### src/rtl/vga_pkg.sv
// Shared constants and types for the VGA pixel path.
package vga_pkg;

    localparam int H_ACTIVE       = 640;
    localparam int V_ACTIVE       = 480;
    localparam int V_TOTAL        = 525;
    localparam int WORDS_PER_LINE = 20;

    typedef enum logic [1:0] {
        IDLE,
        FETCH,
        GAP
    } fetch_state_t;

    // Word offset of a line's first word, L*20 built from two shifts.
    function automatic logic [13:0] line_offset(input logic [8:0] l);
        line_offset = ({5'b0, l} << 4) + ({5'b0, l} << 2);
    endfunction

endpackage

### src/rtl/vga_line_fetcher_if.sv
// Framebuffer read port between the line fetcher (master) and the memory (slave).
interface vga_line_fetcher_if #(
    parameter int ADDR_W = 16
);
    // Handshake: the master holds mem_req and mem_addr unchanged until it samples
    // mem_ack high on a clock edge; mem_rdata is valid in that same ack cycle.
    logic              mem_req;
    logic [ADDR_W-1:0] mem_addr;
    logic              mem_ack;
    logic [31:0]       mem_rdata;

    modport master (
        output mem_req,
        output mem_addr,
        input  mem_ack,
        input  mem_rdata
    );

    modport slave (
        input  mem_req,
        input  mem_addr,
        output mem_ack,
        output mem_rdata
    );
endinterface

### src/rtl/vga_line_fetcher_line_buffer.sv
// Ping-pong line store: two lines of 20 x 32-bit words, sync write, comb read.
module line_buffer
    import vga_pkg::*;
(
    input  logic        clk_i,
    input  logic        we_i,
    input  logic        wr_b_i,
    input  logic [4:0]  wr_w_i,
    input  logic [31:0] wr_data_i,
    input  logic        rd_b_i,
    input  logic [4:0]  rd_w_i,
    output logic [31:0] rd_data_o
);

    logic [31:0] mem_q [2][WORDS_PER_LINE];

    always_ff @(posedge clk_i) begin
        if (we_i && (wr_w_i < 5'(WORDS_PER_LINE))) begin
            mem_q[wr_b_i][wr_w_i] <= wr_data_i;
        end
    end

    // Word indices past the line end come from blanking x and read as zero.
    assign rd_data_o = (rd_w_i < 5'(WORDS_PER_LINE)) ? mem_q[rd_b_i][rd_w_i] : 32'b0;

endmodule

### src/rtl/vga_line_fetcher.sv
// Prefetches the next display line from the framebuffer into a ping-pong buffer
// and returns the registered 1bpp pixel for the current coordinate.
module vga_line_fetcher
    import vga_pkg::*;
#(
    parameter int unsigned BASE_ADDR = 0,
    parameter int unsigned ADDR_W    = 16
) (
    input  logic                      CLOCK_50,
    input  logic                      nReset,
    input  logic [9:0]                pixel_x,
    input  logic [9:0]                pixel_y,
    output logic [9:0]                pixel,
    output logic                      overrun,
    output fetch_state_t              dbg_state_o,
    vga_line_fetcher_if.master        mem
);

    fetch_state_t      state_q;
    logic              pending_q;
    logic [9:0]        prev_y_q;
    logic [1:0]        valid_q;
    logic [8:0]        line_q;
    logic [4:0]        word_q;
    logic              req_q;
    logic [ADDR_W-1:0] addr_q;
    logic              overrun_q;
    logic              pix_q;

    logic              fetch_ev;
    logic [9:0]        tgt_line;
    logic              tgt_ok;
    logic              buf_we;
    logic [31:0]       rd_word;
    logic              pix_d;

    function automatic logic [ADDR_W-1:0] word_addr(input logic [8:0] l, input logic [4:0] w);
        word_addr = ADDR_W'(BASE_ADDR) + ADDR_W'(line_offset(l)) + ADDR_W'(w);
    endfunction

    assign fetch_ev = pending_q || (pixel_y != prev_y_q);
    assign tgt_line = (pixel_y == 10'(V_TOTAL - 1)) ? 10'd0 : pixel_y + 10'd1;
    assign tgt_ok   = tgt_line < 10'(V_ACTIVE);
    // A fetch event in the same cycle as an ack abandons that word's data.
    assign buf_we   = (state_q == FETCH) && mem.mem_ack && !fetch_ev;

    line_buffer u_line_buffer (
        .clk_i     (CLOCK_50),
        .we_i      (buf_we),
        .wr_b_i    (line_q[0]),
        .wr_w_i    (word_q),
        .wr_data_i (mem.mem_rdata),
        .rd_b_i    (pixel_y[0]),
        .rd_w_i    (pixel_x[9:5]),
        .rd_data_o (rd_word)
    );

    assign pix_d = (pixel_x < 10'(H_ACTIVE)) && (pixel_y < 10'(V_ACTIVE))
                   && valid_q[pixel_y[0]] && rd_word[pixel_x[4:0]];

    always_ff @(posedge CLOCK_50 or negedge nReset) begin
        if (!nReset) begin
            state_q   <= IDLE;
            pending_q <= 1'b1;
            prev_y_q  <= '0;
            valid_q   <= '0;
            line_q    <= '0;
            word_q    <= '0;
            req_q     <= 1'b0;
            addr_q    <= '0;
            overrun_q <= 1'b0;
            pix_q     <= 1'b0;
        end else begin
            pending_q <= 1'b0;
            prev_y_q  <= pixel_y;
            pix_q     <= pix_d;
            if (fetch_ev && (state_q != IDLE)) begin
                overrun_q <= 1'b1;
            end
            // A fetch event always (re)starts from word 0, abandoning any fetch in flight.
            if (fetch_ev) begin
                if (tgt_ok) begin
                    state_q               <= FETCH;
                    line_q                <= tgt_line[8:0];
                    word_q                <= '0;
                    valid_q[tgt_line[0]]  <= 1'b0;
                    req_q                 <= 1'b1;
                    addr_q                <= word_addr(tgt_line[8:0], 5'd0);
                end else begin
                    state_q <= IDLE;
                    req_q   <= 1'b0;
                end
            end else begin
                case (state_q)
                    FETCH: begin
                        if (mem.mem_ack) begin
                            req_q <= 1'b0;
                            if (word_q == 5'(WORDS_PER_LINE - 1)) begin
                                valid_q[line_q[0]] <= 1'b1;
                                state_q            <= IDLE;
                            end else begin
                                state_q <= GAP;
                            end
                        end
                    end
                    GAP: begin
                        word_q  <= word_q + 5'd1;
                        req_q   <= 1'b1;
                        addr_q  <= word_addr(line_q, word_q + 5'd1);
                        state_q <= FETCH;
                    end
                    default: begin
                    end
                endcase
            end
        end
    end

    assign mem.mem_req  = req_q;
    assign mem.mem_addr = addr_q;
    assign pixel        = {9'b0, pix_q};
    assign overrun      = overrun_q;
    assign dbg_state_o  = state_q;

endmodule

### src/flat_wrapper.sv
// flat-port wrapper written by rule: the top's interface ports become plain ports
module vga_line_fetcher_flat import vga_pkg::*;
#(
    parameter int unsigned BASE_ADDR = 0,
    parameter int unsigned ADDR_W    = 16
)
  (CLOCK_50, nReset, pixel_x, pixel_y, pixel, overrun, dbg_state_o, mem_mem_req, mem_mem_addr, mem_mem_ack, mem_mem_rdata);
  vga_line_fetcher_if #(.ADDR_W(ADDR_W)) mem_i ();
  input  logic CLOCK_50;
  input  logic nReset;
  input  logic [9:0] pixel_x;
  input  logic [9:0] pixel_y;
  output logic [9:0] pixel;
  output logic overrun;
  output fetch_state_t dbg_state_o;
  output wire logic [$bits(mem_i.mem_req)-1:0] mem_mem_req;
  output wire logic [$bits(mem_i.mem_addr)-1:0] mem_mem_addr;
  input wire logic [$bits(mem_i.mem_ack)-1:0] mem_mem_ack;
  input wire logic [$bits(mem_i.mem_rdata)-1:0] mem_mem_rdata;
  assign mem_mem_req = mem_i.mem_req;
  assign mem_mem_addr = mem_i.mem_addr;
  assign mem_i.mem_ack = mem_mem_ack;
  assign mem_i.mem_rdata = mem_mem_rdata;
  vga_line_fetcher #(.BASE_ADDR(BASE_ADDR), .ADDR_W(ADDR_W)) u_core (.CLOCK_50(CLOCK_50), .nReset(nReset), .pixel_x(pixel_x), .pixel_y(pixel_y), .pixel(pixel), .overrun(overrun), .dbg_state_o(dbg_state_o), .mem(mem_i));
endmodule
### config.mk
export PLATFORM = sky130hd
export DESIGN_NAME = vga_line_fetcher_flat
export DESIGN_NICKNAME = d
export VERILOG_FILES = /design/src/rtl/vga_pkg.sv /design/src/rtl/vga_line_fetcher_if.sv /design/src/rtl/vga_line_fetcher_line_buffer.sv /design/src/rtl/vga_line_fetcher.sv /design/src/flat_wrapper.sv
export SDC_FILE = /design/constraint.sdc
export NUM_CORES = 1
export LEC_CHECK = 0
export CAP_MARGIN = 20
export CORE_UTILIZATION = 62
export DETAILED_ROUTE_END_ITERATION = 8
export PLACE_DENSITY_LB_ADDON = 0.25
export RECOVER_POWER = 100
export SLEW_MARGIN = 5
export SYNTH_ARGS = -nofsm -noshare
export SYNTH_HDL_FRONTEND = slang
export SYNTH_SLANG_ARGS = --single-unit
### constraint.sdc
create_clock -name CLOCK_50 -period 13.1 [get_ports CLOCK_50]
set_input_delay 3.275 -clock CLOCK_50 [delete_from_list [all_inputs] [get_ports CLOCK_50]]
set_output_delay 3.275 -clock CLOCK_50 [all_outputs]
set_load 0.03 [all_outputs]
==> flow_metrics.tcl, run 1 <==
set metrics [dict create \
    status "finished with violations" \
    violations "capacitance limit, slew limit" \
    criticalPathCategory "primary input to flip-flop" \
    htree_levels 4 \
    skew_ns 0.0251 \
    met2_usage_pct 51.5 \
    place_congestion 0.862 \
    hold_buffers 0 \
    multiInputGateArea_mm2 0.0122 \
    dr.pass1.iters 6 \
    grt_max_degree 116 \
    area_delta_synth_final_pct 11.1 \
    fillers 4945 \
    power.leakage_nw 18.8 \
    whs_path_depth 1 \
    r2r_slack_ns 7.01 \
    final_common_cell "edfxtp_1" \
    utilization_pct 69.9 \
    pin_count 85 \
    grt_pass1_vias 27700 \
    hpwlAfterDp_mm 73.9 \
    wirelength_mm 138 \
    antenna_found_initial 6 \
    finalSetupTns_ns 0 \
    num_vias 27400 \
    final_cell_mix "1280 x edfxtp_1, 294 x mux4_2, 135 x clkbuf_16" \
    slowest_delay_ns 3.16 \
    min_period_over_period_pct 72.7 \
    clock_latency_ns 0.75 \
    drive_above_1_share_pct 20.4 \
    dp_slack_ns 5.39 \
    met3_usage_pct 7.30 \
    cp_max_fo 115 \
    peakVddDrop_uv 140 \
    synth_cell_type_count 81 \
    reg2regPathDepth 8 \
    synth-main-ff-cell "edfxtp_1" \
    power_density_mw_per_mm2 152 \
    holdPathEnd "u_core.overrun$_DFFE_PN0P_" \
    critPathCaptureType "flip-flop" \
    globalRouteOverflowTotal 0 \
    drtIter0Drc 3848 \
    hold_path.class "flip-flop to flip-flop" \
    grt_pass1_wl_mm 196 \
    syn_inst 2474 \
    regArea_mm2 0.0395 \
    ys_ff_latch 1323 \
    cts_buffers 135 \
    setup_viol 0 \
    final_max_slew_viol_count 1647 \
    ys_warn_count 0 \
    r2r_end "u_core.u_line_buffer.mem_q[1][459]$_DFFE_PP_" \
    cts_resized 0 \
    clock_path_buffers 3 \
    wl_per_cell_um 35.7 \
    dieArea_mm2 0.0864 \
    cp_data_required_time_ns 13.66 \
    drc 0 \
    crit_start "pixel_y[0]" \
    ys_async_sr_fraction_pct 3.25 \
    tightest_slew_ns 4.50 \
    max_freq_ghz 0.105 \
    clk_root_buffer_cell "clkbuf_16" \
    portBuffers 73 \
    ys_seq_area_share_pct 74.8 \
    cts_tree "yes" \
    cts_setup_buffers 0 \
    syn_area_mm2 0.0528 \
    layout_min_cycle_time_ns 9.52 \
    synth-edff-count 1280 \
    initial_core_util_pct 62.9 \
    top_usage_layer "met2" \
    slowest_stage "clkbuf_2" \
    finalHoldViolations 0 \
    cts.sinks 1323 \
    fin_ws_ns 3.58 \
    maxCapViolCount 61 \
    core_region_area_mm2 0.0840 \
    path_cells "buf_8, clkbuf_2, mux4_2, mux4_2, o21ai_0, o21ai_0, o221a_2, o311ai_1, a2111oi_2" \
    grt_use_total_pct 32.8 \
    std_cell_rows 106 \
    syn_area_per_cell_um2 21.3 \
    max_slew_margin_pct -200 \
    grt_util_met1_pct 45.2 \
    nets 2731 \
    hp-start "u_core.overrun$_DFFE_PN0P_" \
    die_w_um 294 \
    die_h_um 294 \
    critical_path_arrival_ns 10.08 \
    clkSlewWorstSetupHoldPaths_ns 0.06 \
    critPathLaunchType "primary input" \
    ant_nets 0 \
    worstReg2RegStart "u_core.prev_y_q[9]$_DFF_PN0_" \
    rsz0062_at_grt "false" \
    via_per_inst 7.07 \
]
## synthesized netlist by cell type, types with 18 or more instances
library cell / instances / area (um^2)
edfxtp_1: 1280 / 38400
mux4_2: 294 / 6620
mux2i_1: 103 / 1030
nor2_1: 88 / 330
nand2_1: 70 / 263
a21oi_1: 42 / 210
dfrtp_1: 42 / 1050
buf_2: 40 / 200
clkbuf_1: 37 / 139
o21ai_0: 34 / 170
ha_1: 33 / 413
mux4_1: 29 / 762
buf_4: 24 / 180
a221oi_1: 22 / 193
inv_1: 20 / 75.1
buf_12: 18 / 360
nand3_1: 18 / 90.1
## layout make-up
cell class                 instances  share of cell area [%]
tap                             1134                    2.42
antenna                            1                 0.00426
multi-input combinational        992                    20.8
sequential                      1323                    67.3
clock buffer                     162                    5.93
timing repair buffer             164                    1.93
clock inverter                    76                    1.42
inverter                          24                   0.154
## per-stage QoR
step | hold slack (ns) | power (W) | area [um^2] | instances
floorplan | 0.494 | 0.00508 | 52900 | 2485
global placement | 0.488 | 0.00525 | 54700 | 3611
detailed placement | 0.479 | 0.00527 | 55100 | 3630
CTS | 0.506 | 0.00897 | 59400 | 3868
global route | 0.538 | 0.00915 | 58700 | 3876
finish | 0.500 | 0.00895 | 58700 | 3876
## critical path: cells and delay by family
| family | cells | cell delay (ns) |
|---|---|---|
| AOI/OAI and AO/OA | 5 | 1.60 |
| buffers and inverters | 2 | 3.69 |
| muxes | 2 | 1.29 |
## registers in the layout, summed over array words and instances, names as in the netlist
signal / count
u_core.valid_q: 2
u_core.pending_q: 1
u_core.line_q: 9
u_core.mem.mem_addr: 12
u_core.pix_q: 1
u_core.dbg_state_o: 2
u_core.overrun: 1
u_core.u_line_buffer.mem_q: 1280
u_core.prev_y_q: 10
u_core.word_q: 5
## cells by family (layout without fill, tap and decap cells)
group           after synthesis  count (layout)  synth area share (%)
simple gates                256             256                  2.25
buf+inv                     170             426                  2.32
xor+xnor                     30              30                 0.497
mux                         444             444                  16.3
flops                      1323            1323                  74.8
other cells                   1              13               0.00710
compound gates              214             214                  2.90
fa+ha+maj                    36              36                 0.895
## where the power goes
part           switching (W)  total, W  internal [W]
combinational       0.000318  0.000518      0.000201
sequential         0.0000107   0.00466       0.00465
clock                0.00166   0.00376       0.00211
## metal layers
layer  wire length [um]  up-vias
li1                   -    10600
met1              49900    14200
met2              66000     2200
met3              16600      396
met4               5850        4
met5                 22        -
## worst max path at each step
stage,endpoint,depth (start not counted)
2_1_floorplan,u_core.u_line_buffer.mem_q[1][0]$_DFFE_PP_,7
3_3_place_gp,u_core.u_line_buffer.mem_q[1][586]$_DFFE_PP_,9
3_5_place_dp,u_core.u_line_buffer.mem_q[1][451]$_DFFE_PP_,9
4_1_cts,u_core.u_line_buffer.mem_q[1][466]$_DFFE_PP_,9
5_1_grt,u_core.pix_q$_DFF_PN0_,9
6_report,u_core.pix_q$_DFF_PN0_,9
Power figures use the tool's default switching activity.
==> run 2: changes to the inputs <==
Settings changed: CORE_UTILIZATION 62 to 56.
Clock period 13.1 ns to 8.7 ns, I/O delays scaled along.
==> flow_metrics.tcl, run 2 (synthesized netlist as in run 1, its figures left out) <==
set metrics [dict create \
    hold_buffers 0 \
    finalSetupTns_ns 0 \
    wirelength_mm 135 \
    cts_tree "yes" \
    max_slew_margin_pct -95.1 \
    cts_setup_buffers 0 \
    clock_path_buffers 3 \
    grt_use_total_pct 28.8 \
    grt_pass1_vias 26900 \
    die_w_um 309 \
    std_cell_rows 112 \
    hp-start "u_core.overrun$_DFFE_PN0P_" \
    layout_min_cycle_time_ns 7.38 \
    hpwlAfterDp_mm 77.7 \
    r2r_end "u_core.u_line_buffer.mem_q[0][572]$_DFFE_PP_" \
    p_int_w 0.0105 \
    pin_count 85 \
    wl_per_cell_um 33.6 \
    via_per_inst 6.71 \
    critPathCaptureType "flip-flop" \
    r2r_slack_ns 3.09 \
    grt_pass1_wl_mm 192 \
    largest_reg_flops 1280 \
    power_density_mw_per_mm2 227 \
    die_h_um 309 \
    clk_root_buffer_cell "clkbuf_16" \
    cts_buffers 136 \
    area_delta_synth_final_pct 11.3 \
    worstReg2RegStart "u_core.prev_y_q[7]$_DFF_PN0_" \
    cts.sinks 1323 \
    initial_core_util_pct 56.6 \
    cts_resized 0 \
    power.leakage_nw 18.8 \
    final_cell_mix "1280 x edfxtp_1, 294 x mux4_2, 139 x clkbuf_16" \
    min_period_over_period_pct 84.9 \
    fillers 6362 \
    p_seq_share_pct 52.6 \
    p_switching_w 0.00290 \
    criticalPathCategory "primary input to flip-flop" \
    dr.pass1.iters 5 \
    violations "capacitance limit, slew limit" \
    skew_ns 0.0241 \
    ant_nets 0 \
    final_max_slew_viol_count 2065 \
    maxCapViolCount 75 \
    tightest_slew_ns 2.93 \
    final_common_cell "edfxtp_1" \
    regMostFlops "u_core.u_line_buffer.mem_q" \
    dieArea_mm2 0.0955 \
    nets 2729 \
    combPwrFrac_pct 5.9 \
    clock_latency_ns 0.74 \
    peakVddDrop_uv 219 \
    reg2regPathDepth 7 \
    drive_above_1_share_pct 20.8 \
    dpl.cell_count 3752 \
    num_vias 26800 \
    whs_path_depth 1 \
    setup_viol 0 \
    final_cell_area_mm2 0.0588 \
    status "finished with violations" \
    core_region_area_mm2 0.0933 \
    critical_path_arrival_ns 7.68 \
    dpl-instance-area_mm2 0.0550 \
    drtIter0Drc 3847 \
    antenna_found_initial 2 \
    hold_path.class "flip-flop to flip-flop" \
    max_freq_ghz 0.135 \
    htree_levels 4 \
    clockPowerShare_pct 41.5 \
    drc 0 \
    cp_max_fo 20 \
    finalNonFillerCells 4001 \
    swShare_pct 21.7 \
    critPathLaunchType "primary input" \
    holdPathEnd "u_core.overrun$_DFFE_PN0P_" \
    clkSlewWorstSetupHoldPaths_ns 0.06 \
    place_congestion 0.850 \
    rsz0062_at_grt "false" \
    portBuffers 73 \
    cp_data_required_time_ns 9.00 \
    regArea_mm2 0.0395 \
    grt_max_degree 114 \
    finalHoldViolations 0 \
    multiInputGateArea_mm2 0.0121 \
    globalRouteOverflowTotal 0 \
]
[run 2: changes by cell type in the layout (fill, tap and decap cells not counted), moves of 5 or more]
cell | previous run | this run
clkinv_16 | 6 | 0
clkinv_1 | 27 | 33
nor2_1 | 75 | 84
nor2_4 | 12 | 3
clkbuf_1 | 101 | 85
buf_12 | 1 | 6
buf_4 | 22 | 38
[run 2: worst max path at each step]
stage / start / end / slack, ns / depth (start not counted)
finish: pixel_y[6] / u_core.u_line_buffer.mem_q[0][572]$_DFFE_PP_ / 1.32 / 8
global route: pixel_y[6] / u_core.u_line_buffer.mem_q[0][92]$_DFFE_PP_ / 1.15 / 8
CTS: pixel_y[6] / u_core.u_line_buffer.mem_q[1][79]$_DFFE_PP_ / 2.53 / 9
detailed placement: pixel_y[6] / u_core.u_line_buffer.mem_q[1][92]$_DFFE_PP_ / 1.78 / 9
global placement: pixel_y[6] / u_core.u_line_buffer.mem_q[1][92]$_DFFE_PP_ / 1.98 / 9
floorplan: pixel_y[6] / u_core.u_line_buffer.mem_q[1][0]$_DFFE_PP_ / 2.54 / 7
[run 2: area by class of cell]
| class | count | share of cell area (%) |
|---|---|---|
| Inverter | 24 | 0.153 |
| Multi-Input combinational cell | 992 | 20.7 |
| Clock inverter | 76 | 1.03 |
| Timing Repair Buffer | 161 | 2.11 |
| Antenna cell | 1 | 0.00426 |
| Clock buffer | 170 | 6.13 |
| Tap cell | 1254 | 2.67 |
| Sequential cell | 1323 | 67.2 |
[run 2: layer usage]
metal,global-route usage [%],vias up,part of all wire [%]
met5,0,-,0
met4,9.18,0,3.2
met3,5.84,262,9.9
met2,45.0,1660,48
met1,41.5,14200,39
li1,-,10700,-
[run 2: critical path, cell delays in order]
cell,delay (ns)
dlygate4sd3_1,0.67
xor2_1,0.20
nor4_1,0.47
and3_1,0.70
and3_1,0.39
nand2_1,0.20
nor2_1,1.36
clkbuf_1,1.46
[run 2: power by group through the flow]
stage | Clock (W) | Combinational, W | Sequential [W]
2_1_floorplan | 0 | 0.000472 | 0.00717
3_3_place_gp | 0 | 0.000773 | 0.00715
3_5_place_dp | 0 | 0.000787 | 0.00715
4_1_cts | 0.00559 | 0.000793 | 0.00702
5_1_grt | 0.00583 | 0.000829 | 0.00702
6_report | 0.00555 | 0.000783 | 0.00703
[run 2: per-stage QoR]
step / worst slack (ns) / hold slack, ns / total power (W) / utilization [%]
2_1_floorplan: 2.54 / 0.494 / 0.00765 / -
3_3_place_gp: 1.98 / 0.480 / 0.00793 / 58.9
3_5_place_dp: 1.78 / 0.469 / 0.00794 / 58.9
4_1_cts: 2.53 / 0.486 / 0.0134 / 63.4
5_1_grt: 1.15 / 0.513 / 0.0137 / 63.0
6_report: 1.32 / 0.486 / 0.0134 / 63.0
